`src/rtl/tft_pic_move.sv`:
```
// -----------------------------------------------------------------------------
// tft_pic_move
//   Pixel source for the TFT timing controller. Draws a PIC_W x PIC_H picture
//   fetched from an external single-port ROM over a solid background and
//   bounces it around the H_VALID x V_VALID active area, moving STEP pixels
//   per axis every FRAME_DIV frames.
//
// Ports
//   tft_clk_9m  in   pixel clock
//   sys_rst_n   in   asynchronous active-low reset
//   pix_x       in   [9:0]  active column, 10'h3FF during blanking
//   pix_y       in   [9:0]  active line,   10'h3FF during blanking
//   move_en     in   motion enable; 0 freezes position, direction and divider
//   rom_data    in   [15:0] ROM read data, valid one cycle after rom_addr
//   rom_addr    out  [ADDR_W-1:0] ROM read address (combinational)
//   pix_data    out  [15:0] RGB565 pixel, one cycle behind pix_x/pix_y
//   x_pos       out  [9:0]  picture left column (registered)
//   y_pos       out  [9:0]  picture top line (registered)
// -----------------------------------------------------------------------------
module tft_pic_move #(
   parameter logic [9:0]  H_VALID   = 10'd480,
   parameter logic [9:0]  V_VALID   = 10'd272,
   parameter logic [9:0]  PIC_W     = 10'd100,
   parameter logic [9:0]  PIC_H     = 10'd100,
   parameter logic [9:0]  STEP      = 10'd1,
   parameter logic [7:0]  FRAME_DIV = 8'd1,
   parameter logic [15:0] BG_COLOR  = 16'hFFFF,
   parameter int unsigned ADDR_W    = 14
) (
   input  logic              tft_clk_9m,
   input  logic              sys_rst_n,
   input  logic [9:0]        pix_x,
   input  logic [9:0]        pix_y,
   input  logic              move_en,
   input  logic [15:0]       rom_data,
   output logic [ADDR_W-1:0] rom_addr,
   output logic [15:0]       pix_data,
   output logic [9:0]        x_pos,
   output logic [9:0]        y_pos
);

   typedef enum logic {
      DIR_FWD = 1'b0,   // right / down
      DIR_REV = 1'b1    // left / up
   } dir_e;

   localparam logic [9:0] X_MAX  = H_VALID - PIC_W;
   localparam logic [9:0] Y_MAX  = V_VALID - PIC_H;
   localparam logic [9:0] X_TURN = X_MAX - STEP;
   localparam logic [9:0] Y_TURN = Y_MAX - STEP;
   localparam logic [9:0] BLANK  = 10'h3FF;

   logic [9:0]  x_pos_q, x_pos_d;
   logic [9:0]  y_pos_q, y_pos_d;
   dir_e        dir_x_q, dir_x_d;
   dir_e        dir_y_q, dir_y_d;
   logic [7:0]  div_q,   div_d;
   logic        in_pic_q;

   logic        in_pic;
   logic        frame_tick;
   logic        update;
   logic [10:0] px11, py11, x11, y11;
   logic [9:0]  dx, dy;
   logic [19:0] lin_addr;

   // ---------------------------------------------------------------- window
   // 11-bit compares so x_pos+PIC_W never wraps back into range.
   assign px11 = {1'b0, pix_x};
   assign py11 = {1'b0, pix_y};
   assign x11  = {1'b0, x_pos_q};
   assign y11  = {1'b0, y_pos_q};

   assign in_pic = (pix_x != BLANK) && (pix_y != BLANK) &&
                   (px11 >= x11) && (px11 < x11 + {1'b0, PIC_W}) &&
                   (py11 >= y11) && (py11 < y11 + {1'b0, PIC_H});

   assign dx       = pix_x - x_pos_q;
   assign dy       = pix_y - y_pos_q;
   assign lin_addr = ({10'd0, dy} * {10'd0, PIC_W}) + {10'd0, dx};
   assign rom_addr = in_pic ? lin_addr[ADDR_W-1:0] : '0;

   // ROM data arrives one cycle later, so the in-picture flag is delayed to match.
   assign pix_data = in_pic_q ? rom_data : BG_COLOR;

   // --------------------------------------------------------------- motion
   // Positions only change on the last active pixel, so frames never tear.
   assign frame_tick = (pix_x == H_VALID - 10'd1) && (pix_y == V_VALID - 10'd1);
   assign update     = frame_tick && move_en && (div_q == FRAME_DIV - 8'd1);

   always_comb begin
      div_d = div_q;
      if (frame_tick && move_en) begin
         if (div_q == FRAME_DIV - 8'd1) div_d = '0;
         else                           div_d = div_q + 8'd1;
      end
   end

   always_comb begin
      x_pos_d = x_pos_q;
      dir_x_d = dir_x_q;
      y_pos_d = y_pos_q;
      dir_y_d = dir_y_q;
      if (update) begin
         if (dir_x_q == DIR_FWD) begin
            if (x_pos_q >= X_TURN) begin
               x_pos_d = X_MAX;
               dir_x_d = DIR_REV;
            end else begin
               x_pos_d = x_pos_q + STEP;
            end
         end else begin
            if (x_pos_q <= STEP) begin
               x_pos_d = '0;
               dir_x_d = DIR_FWD;
            end else begin
               x_pos_d = x_pos_q - STEP;
            end
         end

         if (dir_y_q == DIR_FWD) begin
            if (y_pos_q >= Y_TURN) begin
               y_pos_d = Y_MAX;
               dir_y_d = DIR_REV;
            end else begin
               y_pos_d = y_pos_q + STEP;
            end
         end else begin
            if (y_pos_q <= STEP) begin
               y_pos_d = '0;
               dir_y_d = DIR_FWD;
            end else begin
               y_pos_d = y_pos_q - STEP;
            end
         end
      end
   end

   always_ff @(posedge tft_clk_9m or negedge sys_rst_n) begin
      if (!sys_rst_n) begin
         x_pos_q  <= '0;
         y_pos_q  <= '0;
         dir_x_q  <= DIR_FWD;
         dir_y_q  <= DIR_FWD;
         div_q    <= '0;
         in_pic_q <= 1'b0;
      end else begin
         x_pos_q  <= x_pos_d;
         y_pos_q  <= y_pos_d;
         dir_x_q  <= dir_x_d;
         dir_y_q  <= dir_y_d;
         div_q    <= div_d;
         in_pic_q <= in_pic;
      end
   end

   assign x_pos = x_pos_q;
   assign y_pos = y_pos_q;

endmodule

```
`config.mk`:
```
export PLATFORM = sky130hd
export DESIGN_NAME = tft_pic_move
export DESIGN_NICKNAME = d
export VERILOG_FILES = /design/src/rtl/tft_pic_move.sv
export SDC_FILE = /design/constraint.sdc
export NUM_CORES = 1
export LEC_CHECK = 0
export CORE_UTILIZATION = 49
export DETAILED_ROUTE_END_ITERATION = 16
export GPL_ROUTABILITY_DRIVEN = 0
export PLACE_DENSITY = 0.79
export SYNTH_ARGS = -nofsm -noshare
export SYNTH_HDL_FRONTEND = slang
export SYNTH_SLANG_ARGS = --single-unit
```
`constraint.sdc`:
```
create_clock -name tft_clk_9m -period 5 [get_ports tft_clk_9m]
set_input_delay 0.5 -clock tft_clk_9m [delete_from_list [all_inputs] [get_ports tft_clk_9m]]
set_output_delay 0.5 -clock tft_clk_9m [all_outputs]
set_load 0.05 [all_outputs]
```
==> results.ini, run 1 <==
[status]
status = finished with violations
violations = negative setup slack

[synthesis]
synthFlopType = dfrtp_1
ys_warn_count = 0
synth_area_um2 = 4730
synth.most_common_cell = ha_1
ys_ff_latch = 31
synth.net_count = 732
synth-edff-count = 0
synth_top_cell_by_area = ha_1
synthArstFlopShare_pct = 100
synth_cells = 603
synth_area_leaders = ha_1, dfrtp_1, xnor2_1
synth_commonest_cells = ha_1, inv_1, a21oi_1, nor2_1
yosysUniqueCellTypes = 59
seq_area_frac_synth_pct = 16.4
synth_top_area_share_pct = 21.7
synth.avg_cell_area_um2 = 7.84

[power_and_ir_drop]
pwr-share-seq_pct = 14.0
clkPwrFrac_pct = 10.7
p_leak_nw = 2.89
power_density_nw_per_um2 = 275
p_sw_share_pct = 42.2
p_comb_share_pct = 75.3
p_switching_mw = 0.761
power_mw = 1.80
irDropWorstVdd_uv = 317
internal-power_mw = 1.04

[clocking]
cts_root_buf = clkbuf_8
cts_max_level = 2
path_clk_slew_ns = 0.07
cts_tree = yes
cts-hold-fix-buffers = 0
clock_path_buffers = 2
cts_made_buffers = 5
cts.sinks = 31
clock_latency_ns = 0.28

[global_routing]
grt-ovfl-total = 0
grt_pass1_wl_um = 22300
grt_pass1_vias = 4935
grt_max_degree = 32
grtUsageTotal_pct = 27.2
antenna_found_initial = 0

[sta]
worst_pin_slew_ns = 0.685
max-slew-margin-rel_pct = 54.2
rsz0062_at_grt = true
hold_ws_ns = 0.482
fin_worst_skew_ns = 0.00595
setup_slack_ns = -0.115
slew_viol_final = 0
fmax_mhz = 196
period_needed_ns = 5.11
finalSetupViolCount = 3
fin_setup_tns_ns = -0.187
min_period_over_period_pct = 102
hold_viol = 0

[final_layout]
final_core_util_pct = 70.7
syn_to_final_growth_pct = 38.9
antenna-diode-count = 0
final_area_um2 = 6570
stdcell_count = 861
final_layout_size_suffix_gt1_share_pct = 17.5
nNetsFinal = 860

[placed_design]
place_inst = 843
dp_slack_ns = -0.601
dpl_cell_area_um2 = 6150
portBuffers = 88
hpwl_um = 10000

[setup_path]
cp-end-kind = output port
r2r-start = x_pos[0]
reg2reg_slack_ns = 2.01
reg2reg_to = in_pic_q
start_kind = flop
path_class = reg2out
cp.required_ns = 4.50
ff2ff_path_depth = 10
arrival_ns = 4.61
cp_max_fo = 4
critPathLaunch = y_pos[0]

[route]
via_count = 5039
remaining_drc_errors = 0
routed_wl_um = 13500
firstDrtPassIters = 5
wire_per_inst_um = 15.7
post_drt_via_cell_ratio = 5.85
ant_nets = 0
first_iter_violations = 233

[die]
core_area_um2 = 9280
start_util_pct = 50.9
die_width_um = 100
dieArea_um2 = 10000
die_h_um = 100
ios = 89
row_count = 35

[worst_hold_path]
whs_endpoint = div_q[7]
hold_path_depth = 1
hold_class = reg2reg
min-delay-start = div_q[7]

[run]
maxCapViolations = 0

[layer usage]
metal | vias up | global-route usage, % | routed length [µm]
met3 | 19 | 4.81 | 858
met4 | 0 | 6.91 | 217
met1 | 2405 | 32.9 | 5570
met5 | - | 0 | 0
met2 | 194 | 49.8 | 6850
li1 | 2421 | - | -
[logic make-up (layout without fill, tap and decap cells)]
logic type / after synthesis / in the layout / synth area share, %
AND/OR/NAND/NOR: 179 / 179 / 18.7
AO/OA/AOI/OAI: 173 / 173 / 23.2
adder cells (fa/ha/maj): 90 / 90 / 25.1
buffers and inverters: 77 / 206 / 6.40
XOR/XNOR: 51 / 51 / 9.74
flip-flops: 31 / 31 / 16.4
multiplexers: 2 / 2 / 0.423
[layout make-up]
class	instances	area, µm²
multi-input cells	495	3970
clock inverters	1	5.00
repair buffers	143	1370
inverters	55	209
well taps	129	161
clock buffers	7	76.3
fillers	731	2720
flip-flops and latches	31	781
[critical path: stages, from the launching register on]
cell	delay (ns)
dfrtp_2	0.41
ha_4	0.15
inv_2	0.04
fa_2	0.37
a21o_1	0.21
a21oi_4	0.21
buf_12	0.14
xnor2_2	0.12
ha_1	0.26
ha_1	0.28
inv_2	0.04
fa_1	0.54
inv_2	0.05
ha_4	0.30
nand2_2	0.06
o21ai_2	0.15
buf_4	0.15
o41ai_4	0.06
xnor2_1	0.20
xnor2_1	0.12
xnor2_1	0.27
nor2_4	0.06
buf_12	0.15
[power groups by stage]
stage	registers (mW)	logic, mW	clock network, mW
6_report	0.252	1.36	0.193
3_5_place_dp	0.256	1.01	0
4_1_cts	0.252	1.24	0.197
5_1_grt	0.251	1.46	0.210
3_3_place_gp	0.256	0.982	0
2_1_floorplan	0.256	0.651	0
[sequential cells by signal (all words and copies together) (netlist names)]
register / count
y_pos: 10
dir_x_q: 1
in_pic_q: 1
div_q: 8
dir_y_q: 1
x_pos: 10
[worst max path at each step]
stage                   end  slack [ns]  cells past startpoint
6_report       rom_addr[13]       -0.11                     22
3_3_place_gp   rom_addr[12]       -0.42                     23
4_1_cts        rom_addr[13]       -0.07                     20
3_5_place_dp   rom_addr[13]       -0.60                     22
2_1_floorplan  rom_addr[13]        0.02                     19
5_1_grt        rom_addr[13]       -0.26                     20
[cells in the final DEF, fill, tap and decap left out, drive strengths merged, types with 2 or more instances in the layout]
cell	synthesis	routed
ha	82	82
clkdlybuf4s50	0	77
buf	7	64
inv	55	55
a21oi	51	51
nor2	45	45
o21ai	44	44
nand2	43	43
xnor2	37	37
dfrtp	31	31
nand2b	21	21
nand3	20	20
nor3	14	14
xor2	13	13
nand4	12	12
a21o	11	11
a31oi	9	9
fa	8	8
clkbuf	15	7
o21a	6	6
o21bai	6	6
o22ai	6	6
o221ai	4	4
o31ai	4	4
nor2b	4	4
o41ai	4	4
nor4	4	4
o2111ai	3	3
and3	3	3
or3	3	3
o32ai	3	3
a311oi	3	3
a221oi	3	3
o211ai	2	2
or2	2	2
and2	2	2
a211oi	2	2
mux2i	2	2
nor4b	2	2
[repair_timing]
action | CTS | global route
buffers inserted | 6 | 4
setup endpoints to repair | 7 | 6
gates cloned | 0 | 0
pin swaps | 43 | 13
gates resized for setup | 47 | 9
Note: power is estimated with default switching activity, not from simulation.
==> inputs of run 2 (changes only) <==
Settings changed: SETUP_SLACK_MARGIN from default to 0.05.
Clock period 5 ns to 4.1 ns, I/O delays scaled along.
==> results.ini, run 2 (synthesized netlist as in run 1, its figures left out) <==
[placed_design]
place_inst = 872  ; +3.4%
dpl_cell_area_um2 = 6490  ; +5.6%
hpwl_um = 10800  ; +8.0%
portBuffers = 88  ; unchanged
dp_slack_ns = -1.14  ; -0.535 ns

[final_layout]
syn_to_final_growth_pct = 47.9
fillCellCount = 654  ; -11%
final_core_util_pct = 75.4  ; +4.6 points
antenna-diode-count = 0  ; unchanged
stdcell_count = 892  ; +3.6%
layout_common_cells = buf_4, clkdlybuf4s50_1, ha_1
final_area_um2 = 7000  ; +6.5%
final_common_cell = buf_4
nNetsFinal = 891  ; +3.6%
final_layout_size_suffix_gt1_share_pct = 24.4  ; +6.9 points

[power_and_ir_drop]
p_comb_share_pct = 76.7  ; +1.4 points
pwr-share-seq_pct = 12.3  ; -1.7 points
irDropWorstVdd_uv = 485  ; +53%
p_leak_nw = 3.08  ; +6.4%
p_sw_share_pct = 42.9  ; +0.70 points
internal-power_mw = 1.43  ; +37%
p_switching_mw = 1.07  ; +41%
clkPwrFrac_pct = 11.0  ; +0.3 points
power_density_nw_per_um2 = 357  ; +30%

[global_routing]
grt-ovfl-total = 0  ; unchanged
grt_pass1_wl_um = 22900  ; +2.7%
grt_pass1_vias = 5068  ; +2.7%
antenna_found_initial = 0  ; unchanged
grt_max_degree = 32  ; unchanged
grtUsageTotal_pct = 27.9  ; +0.61 points

[setup_path]
path_class = reg2out
cp.required_ns = 3.69  ; -0.81 ns
r2r-start = y_pos[2]
cp_common_cell = ha_1
critPathLaunch = y_pos[0]
arrival_ns = 4.69  ; +0.08 ns
critical-path-slowest-cell = fa_1
start_kind = flop
path_buf_inv = 4  ; -2
critical_path.cell_chain = ha_4, inv_2, fa_2, buf_4, xor2_2, buf_4, ha_1, ha_1, fa_1, ha_4, a21oi_4, xnor2_2, ha_1, o21a_1, a21oi_2, nor4b_2, xnor2_1, nor2_4, buf_12
cp-end-kind = output port
worst_path_dominant_cell_family = adder cells
critPathMaxStageDelay_ns = 0.55  ; about the same
cp_max_fo = 3  ; -1

[sta]
hold_ws_ns = 0.478  ; -0.00418 ns
finalSetupViolCount = 7  ; +4
period_needed_ns = 5.10
fin_worst_skew_ns = 0.00752  ; +0.00157 ns
max-slew-margin-rel_pct = 52.1  ; -2.1 points
min_period_over_period_pct = 125
fmax_mhz = 196
worst_pin_slew_ns = 0.716  ; +0.0315 ns
slew_viol_final = 0  ; unchanged
setup_slack_ns = -1.00  ; -0.890 ns
hold_viol = 0  ; unchanged
rsz0062_at_grt = true

[die]
dieArea_um2 = 10000  ; unchanged
row_count = 35  ; unchanged
die_h_um = 100  ; unchanged
die_width_um = 100  ; unchanged
start_util_pct = 50.9  ; unchanged
core_area_um2 = 9280  ; unchanged
ios = 89  ; unchanged

[status]
violations = negative setup slack
status = finished with violations

[worst_hold_path]
hold_class = reg2reg
min-delay-start = div_q[7]

[route]
first_iter_violations = 306  ; +31%
post_drt_via_cell_ratio = 5.92  ; +1.1%
ant_nets = 0  ; unchanged
via_count = 5279  ; +4.8%
wire_per_inst_um = 17.0  ; +8.3%
remaining_drc_errors = 0  ; unchanged
firstDrtPassIters = 5  ; unchanged
routed_wl_um = 15100  ; +12%

[clocking]
cts_root_buf = clkbuf_8
path_clk_slew_ns = 0.07  ; about the same
clock_path_buffers = 2  ; unchanged
cts_made_buffers = 5  ; unchanged
clock_latency_ns = 0.29  ; about the same
cts.sinks = 31  ; unchanged
cts_max_level = 2  ; unchanged
cts_tree = yes

[run]
maxCapViolations = 0  ; unchanged

[run 2: changes by cell type in the layout (fill, tap and decap cells not counted), sizes merged]
cell / previous run / this run
dlymetal6s2s: 0 / 1
buf: 64 / 100
clkbuf: 7 / 8
clkinv: 1 / 0
clkdlybuf4s50: 77 / 71
[run 2: worst register-to-register path: stages (launching register included)]
cell,delay [ns]
dfrtp_2,0.40
buf_4,0.17
ha_1,0.28
a21oi_1,0.25
nand2_1,0.12
nand2_1,0.09
xnor2_1,0.12
ha_1,0.27
a21oi_1,0.13
o21ai_1,0.10
a21o_1,0.20
a2111o_1,0.38
inv_1,0.09
[run 2: power by group through the flow]
stage	Sequential (mW)	Clock [mW]	Combinational, mW
3_3_place_gp	0.313	0	1.37
3_5_place_dp	0.313	0	1.44
5_1_grt	0.307	0.292	2.05
4_1_cts	0.307	0.275	1.62
2_1_floorplan	0.312	0	0.923
6_report	0.307	0.275	1.92
[run 2: timing repair]
item | in CTS | in global routing
endpoints found under the setup margin | 8 | 8
pin swaps | 33 | 23
hold buffers | 0 | 0
resized for setup | 18 | 39
buffers inserted | 6 | 6
[run 2: layer usage]
layer | global-route usage (%) | up-vias | part of all wire, %
met5 | 0 | - | 0
li1 | - | 2480 | -
met2 | 51.3 | 238 | 51
met1 | 33.0 | 2516 | 39
met3 | 4.18 | 45 | 6.0
met4 | 9.14 | 0 | 3.1
[run 2: through the flow]
step	TNS, ns	total power [mW]
6_report	-5.56	2.50
5_1_grt	-6.42	2.65
4_1_cts	-5.10	2.20
3_5_place_dp	-6.60	1.75
3_3_place_gp	-5.80	1.68
2_1_floorplan	-2.93	1.24
[run 2: final timing paths]
kind | depth (start not counted) | end | slack, ns
hold / removal | 1 | div_q[7] | 0.48
min in group asynchronous | 2 | y_pos[1] | 0.52
max in group asynchronous | 2 | x_pos[3] | 3.25
hold reg to reg | 1 | div_q[7] | 0.48
setup reg to reg | 12 | in_pic_q | 1.44
setup / recovery | 19 | rom_addr[13] | -1.00
[run 2: cell type report]
type	instances	area (µm²)	area share (%)
multi-input cells	495	4140	59.1
repair buffers	174	1600	22.9
flip-flops and latches	31	783	11.2
inverters	55	209	2.99
well taps	129	161	2.31
clock buffers	8	100	1.43
